==> config.mk <==
export PLATFORM = sky130hd
export DESIGN_NAME = memory_responder
export DESIGN_NICKNAME = d
export VERILOG_FILES = /design/src/rtl/memory_pkg.sv /design/src/rtl/mem_array.sv /design/src/rtl/memory_responder.sv
export SDC_FILE = /design/constraint.sdc
export NUM_CORES = 2
export LEC_CHECK = 0
export ABC_CLOCK_PERIOD_IN_PS = 16190
export CAP_MARGIN = 0
export CORE_AREA = 2 2 386 388
export DETAILED_ROUTE_END_ITERATION = 10
export DIE_AREA = 0 0 388 390
export PLACE_DENSITY = 0.73
export SYNTH_ARGS = -nofsm -noshare
export SYNTH_HDL_FRONTEND = slang
export SYNTH_HIERARCHICAL = 1
export SYNTH_SLANG_ARGS = --single-unit
==> constraint.sdc <==
create_clock -name clk -period 16.19 [get_ports clk]
set_clock_uncertainty 0.2 [all_clocks]
set_input_delay 4.857 -clock clk [delete_from_list [all_inputs] [get_ports clk]]
set_output_delay 4.857 -clock clk [all_outputs]
set_load 0.03 [all_outputs]
==> src/rtl/memory_pkg.sv <==
// memory_pkg -- shared definitions for the memory responder and its requesters.
//   MEM_WIDTH_DEF  : default data word width in bits
//   MEM_ADDR_W_DEF : default address width (depth = 2**MEM_ADDR_W_DEF words)
//   state_e        : responder FSM encoding (ST_CLEAR sweeps the array, ST_IDLE serves requests)
package memory_pkg;

  localparam int MEM_WIDTH_DEF  = 8;
  localparam int MEM_ADDR_W_DEF = 8;

  typedef enum logic {
    ST_CLEAR = 1'b0,
    ST_IDLE  = 1'b1
  } state_e;

endpackage

==> src/rtl/mem_array.sv <==
// mem_array -- single-port synchronous RAM with a registered read port.
//   clk    : rising-edge clock
//   rst_n  : asynchronous active-low reset (read register only)
//   i_we   : write enable, writes i_din to i_addr on the rising edge
//   i_re   : read enable, loads o_dout from i_addr on the rising edge
//   i_addr : word address shared by read and write
//   i_din  : write data
//   o_dout : registered read data, holds until the next enabled read
module mem_array
  import memory_pkg::*;
#(
  parameter int MEM_WIDTH  = MEM_WIDTH_DEF,
  parameter int MEM_ADDR_W = MEM_ADDR_W_DEF
) (
  input  logic                  clk,
  input  logic                  rst_n,
  input  logic                  i_we,
  input  logic                  i_re,
  input  logic [MEM_ADDR_W-1:0] i_addr,
  input  logic [MEM_WIDTH-1:0]  i_din,
  output logic [MEM_WIDTH-1:0]  o_dout
);

  localparam int DEPTH = 2 ** MEM_ADDR_W;

  logic [MEM_WIDTH-1:0] r_mem [DEPTH];
  logic [MEM_WIDTH-1:0] r_dout;

  // NOTE: the storage array has no reset term so it maps onto RAM macros;
  // clearing it is the job of the responder's sweep.
  always_ff @(posedge clk) begin
    if (i_we) begin
      r_mem[i_addr] <= i_din;
    end
  end

  // NOTE: sequential state is assigned with <= only, so every register
  // samples pre-edge values regardless of block ordering.
  always_ff @(posedge clk or negedge rst_n) begin
    if (!rst_n) begin
      r_dout <= '0;
    end else if (i_re) begin
      r_dout <= r_mem[i_addr];
    end
  end

  assign o_dout = r_dout;

endmodule

==> src/rtl/memory_responder.sv <==
// memory_responder -- request/response front end for a single-port RAM.
// After reset it optionally zeroes the whole array (one word per cycle),
// then accepts one read or write per cycle. Reads return data one cycle
// after acceptance with a one-cycle mem_valid pulse.
//   clk            : rising-edge clock
//   rst            : asynchronous active-low reset
//   mem_read       : read request strobe
//   mem_write      : write request strobe (wins over a simultaneous read)
//   mem_address    : word address of the request
//   mem_data_write : write data
//   mem_data_read  : registered read data, held between reads
//   mem_valid      : one-cycle pulse, mem_data_read is fresh
//   mem_ready      : requests are accepted while high
//   mem_error      : one-cycle pulse for a refused or dropped request
module memory_responder
  import memory_pkg::*;
#(
  parameter int MEM_WIDTH      = MEM_WIDTH_DEF,
  parameter int MEM_ADDR_W     = MEM_ADDR_W_DEF,
  parameter bit CLEAR_ON_RESET = 1'b1
) (
  input  logic                  clk,
  input  logic                  rst,
  input  logic                  mem_read,
  input  logic                  mem_write,
  input  logic [MEM_ADDR_W-1:0] mem_address,
  input  logic [MEM_WIDTH-1:0]  mem_data_write,
  output logic [MEM_WIDTH-1:0]  mem_data_read,
  output logic                  mem_valid,
  output logic                  mem_ready,
  output logic                  mem_error
);

  localparam int DEPTH = 2 ** MEM_ADDR_W;
  // One extra counter bit lets the sweep see DEPTH itself instead of wrapping to 0.
  localparam logic [MEM_ADDR_W:0] CNT_END   = (MEM_ADDR_W + 1)'(DEPTH);
  localparam logic [MEM_ADDR_W:0] CNT_ONE   = (MEM_ADDR_W + 1)'(1);
  localparam state_e              RST_STATE = CLEAR_ON_RESET ? ST_CLEAR : ST_IDLE;

  state_e                r_state;
  logic [MEM_ADDR_W:0]   r_clr_cnt;
  logic                  r_ready;
  logic                  r_valid;
  logic                  r_error;

  logic                  w_clearing;
  logic                  w_rd_acc;
  logic                  w_wr_acc;
  logic                  w_ram_we;
  logic [MEM_ADDR_W-1:0] w_ram_addr;
  logic [MEM_WIDTH-1:0]  w_ram_din;
  logic [MEM_ADDR_W:0]   w_cnt_nxt;

  assign w_clearing = (r_state == ST_CLEAR);
  // r_ready is only ever high in ST_IDLE, so no request can collide with the sweep.
  assign w_rd_acc   = r_ready & mem_read & ~mem_write;
  assign w_wr_acc   = r_ready & mem_write;
  assign w_cnt_nxt  = r_clr_cnt + CNT_ONE;

  assign w_ram_we   = w_clearing | w_wr_acc;
  assign w_ram_addr = w_clearing ? r_clr_cnt[MEM_ADDR_W-1:0] : mem_address;
  assign w_ram_din  = w_clearing ? '0 : mem_data_write;

  always_ff @(posedge clk or negedge rst) begin
    if (!rst) begin
      r_state   <= RST_STATE;
      r_clr_cnt <= '0;
      r_ready   <= 1'b0;
      r_valid   <= 1'b0;
      r_error   <= 1'b0;
    end else begin
      r_valid <= w_rd_acc;
      // Refused while busy, or the read half of a read+write collision.
      r_error <= (mem_read | mem_write) & (~r_ready | (mem_read & mem_write));
      case (r_state)
        ST_CLEAR: begin
          r_clr_cnt <= w_cnt_nxt;
          if (w_cnt_nxt == CNT_END) begin
            r_state <= ST_IDLE;
            r_ready <= 1'b1;
          end
        end
        ST_IDLE: begin
          r_ready <= 1'b1;
        end
        default: begin
          r_state <= RST_STATE;
          r_ready <= 1'b0;
        end
      endcase
    end
  end

  mem_array #(
    .MEM_WIDTH  (MEM_WIDTH),
    .MEM_ADDR_W (MEM_ADDR_W)
  ) u_mem_array (
    .clk    (clk),
    .rst_n  (rst),
    .i_we   (w_ram_we),
    .i_re   (w_rd_acc),
    .i_addr (w_ram_addr),
    .i_din  (w_ram_din),
    .o_dout (mem_data_read)
  );

  assign mem_valid = r_valid;
  assign mem_ready = r_ready;
  assign mem_error = r_error;

endmodule

==> results.toml <==
[pwr]
p_leak_nw = 22.0
power_per_cell_area_mw_per_mm2 = 115
comb_power_share_pct = 0.1
switchingPower_mw = 1.97
swShare_pct = 19.2
seqPwrFrac_pct = 56.4
p_int_mw = 8.30
max-vdd-ir-drop_v = 0.000117
clock_power_share_pct = 43.5

[setup_path]
cp_max_fo = 91
required_ps = 16630
cp-end-kind = "flip-flop"
path_class = "in -> reg"
crit_path_start_kind = "input port"
arrival_ps = 10150

[yosys]
yosysWarnings = 6
async_flop_share_pct = 1.01
syn_nets = 3697
yosysTopAreaCellShare_pct = 76.5
synthesis.area_mm2 = 0.0803
synth_cell_types = 60
synth_seq_cells = 2069
synth_seq_area_share_pct = 77.2
synth_edf_count = 2048
avgSynthCellArea_um2 = 21.9
yosys.area.top_type = "edfxtp_1"
ys.flop_type = "edfxtp_1"
synthCells = 3675
synthTopCellsByArea = "edfxtp_1 77%, mux4_2 15%, nor2_1 1.2%"

[sta]
setup_viol = 0
layout_setup_ws_ps = 6480
drv_slew = 0
max_clock_freq_ghz = 0.103
max_slew_margin_pct = 15.4
hold_viol = 0
tns_ps = 0
tightest_slew_ps = 1260
hold_slack_ps = 329
fin_crit_sh_pct = 60.0
rsz0062_at_grt = "false"
final.min_clock_period_ps = 9710

[cells_and_area]
seqCellArea_mm2 = 0.0620
n_fill_cell = 9856
final_common_cell = "edfxtp_1"
final_cell_mix = "2048 x edfxtp_1, 534 x mux4_2, 249 x nor2_1"
syn2layout_area_growth_pct = 10.9
drive_above_1_share_pct = 24.2
instances_no_fill = 5885
multi_input_area_mm2 = 0.0172
nets = 3806

[floorplan]
ioPinCount = 31
die-area_mm2 = 0.151
die_h_um = 390
start_util_pct = 54.6
fp.dieW_um = 388
std_cell_rows = 141
core-area_mm2 = 0.147

[drt]
drt_pass1_iterations = 8
detail-route-antenna-nets = 0
via_per_inst = 6.72
drt-initial-drc-count = 5892
vias = 39500
routedWlPerCell_um = 32.9
route.detailed.drc = 0
wl_um = 194000

[grt]
grt_max_degree = 147
grt_pass1_vias = 39000
gr-usage-all-layers_pct = 25.9
antenna_found_initial = 6
grt-ovfl-total = 0
grt_pass1_wl_um = 280000

[clocking]
cts_htree_levels = 4
numCtsBuffers = 196
cts_max_path_buffers = 3
clkSinkCount = 2069
cts_setup_buffers = 0
root_buffer = "clkbuf_16"
cts_resized = 0
clk_pin_slew_ps = 60
cts_tree = "built"
clk_latency_ps = 850
hold_buffers = 0

[place]
place_congestion = 0.836
dp_cells = 5516
place_hpwl_um = 114000
place.port_buffers = 30
pre_cts_slack_ps = 5660

[run_status]
status = "complete, no violations"

[min_path]
worstHoldPathType = "reg -> reg"

[run]
cap_violations = 0
-- critical path: stages --
cell             delay, ps
clkdlybuf4s50_1        490
mux2_8                 630
buf_12                 600
buf_4                  820
mux4_2                 610
mux4_2                 460
nor2b_1                210
nor4_1                1100
o32ai_1                250
-- synthesized netlist by cell type, types with 3 or more instances --
cell type	instances
buf_6	22
nor2b_1	30
buf_4	36
inv_1	7
o22a_1	16
o31a_1	3
mux2i_1	84
o32ai_1	6
a41oi_1	4
or3_1	6
o31ai_1	6
nor3_1	64
or3b_2	3
o221ai_1	16
o311ai_0	3
nor3b_1	3
a22oi_1	53
nand2b_1	11
o21ai_0	20
clkbuf_1	79
a22o_1	5
mux4_2	534
nand3_1	17
mux2_2	12
xor2_1	6
nand4_1	9
or2_2	5
a211oi_1	14
o22ai_1	62
dfrtp_1	21
a211o_1	3
nand3b_1	4
nor4_1	8
and2_1	16
xnor2_1	3
nand2_1	65
a2111oi_0	3
buf_2	64
a21oi_1	14
buf_1	18
nor2_1	251
edfxtp_1	2048
-- kinds of logic after synthesis --
kind of cell	synth area share (%)
flip-flops	77.2
adder cells (fa/ha/maj)	0.0436
XOR/XNOR	0.0981
AO/OA/AOI/OAI	2.16
buffers and inverters	1.54
AND/OR/NAND/NOR	2.78
multiplexers	16.2
-- layer usage --
metal | GRT usage, % | vias to the layer above | wire, um
met5 | 0 | - | 26
met4 | 9.43 | 4 | 6600
met3 | 6.07 | 361 | 21400
met2 | 40.0 | 2555 | 92500
met1 | 36.7 | 20900 | 73400
li1 | - | 15700 | -
-- path summary, 6_finish.rpt --
| path | start | to | slack [ps] | cells past startpoint |
|---|---|---|---|---|
| min | r_clr_cnt[8] | r_clr_cnt[8] | 330 | 1 |
| max in group asynchronous | rst | u_mem_array/o_dout[1] | 11250 | 2 |
| max | mem_address[0] | u_mem_array/o_dout[1] | 6480 | 9 |
| min reg2reg | r_clr_cnt[8] | r_clr_cnt[8] | 330 | 1 |
| min in group asynchronous | rst | mem_valid | 4200 | 2 |
| max reg2reg | r_state | u_mem_array/o_dout[1] | 10280 | 9 |
-- per-stage QoR --
| step | total power [mW] | utilization (%) | area, um^2 |
|---|---|---|---|
| 6_report | 10.3 | 60.6 | 89100 |
| 5_1_grt | 10.5 | 60.5 | 89100 |
| 4_1_cts | 10.3 | 60.5 | 89100 |
| 3_5_place_dp | 5.92 | 56.3 | 82800 |
| 3_3_place_gp | 5.92 | 56.3 | 82800 |
| 2_1_floorplan | 5.91 | - | 80300 |
-- final cells by class --
cell class	instances	area share [%]
inverter	7	0.0295
tap	1930	2.71
clock inverter	112	1.29
multi-input combinational	1379	19.3
sequential	2069	69.6
antenna	5	0.0140
timing repair buffer	131	1.24
clock buffer	252	5.77
-- registers in the layout, summed over array words and instances (netlist names) --
register / cells
mem_error: 1
mem_ready: 1
r_state: 1
u_mem_array/r_mem: 2048
u_mem_array/o_dout: 8
r_clr_cnt: 9
mem_valid: 1
-- power by group through the flow --
stage / logic, mW / registers [mW] / clock network [mW]
global placement: 0.00746 / 5.91 / 0
finish: 0.00741 / 5.79 / 4.47
floorplan: 0.000126 / 5.91 / 0
CTS: 0.00750 / 5.79 / 4.52
detailed placement: 0.00741 / 5.91 / 0
global route: 0.00786 / 5.79 / 4.72
Note: power is estimated with default switching activity, not from simulation.
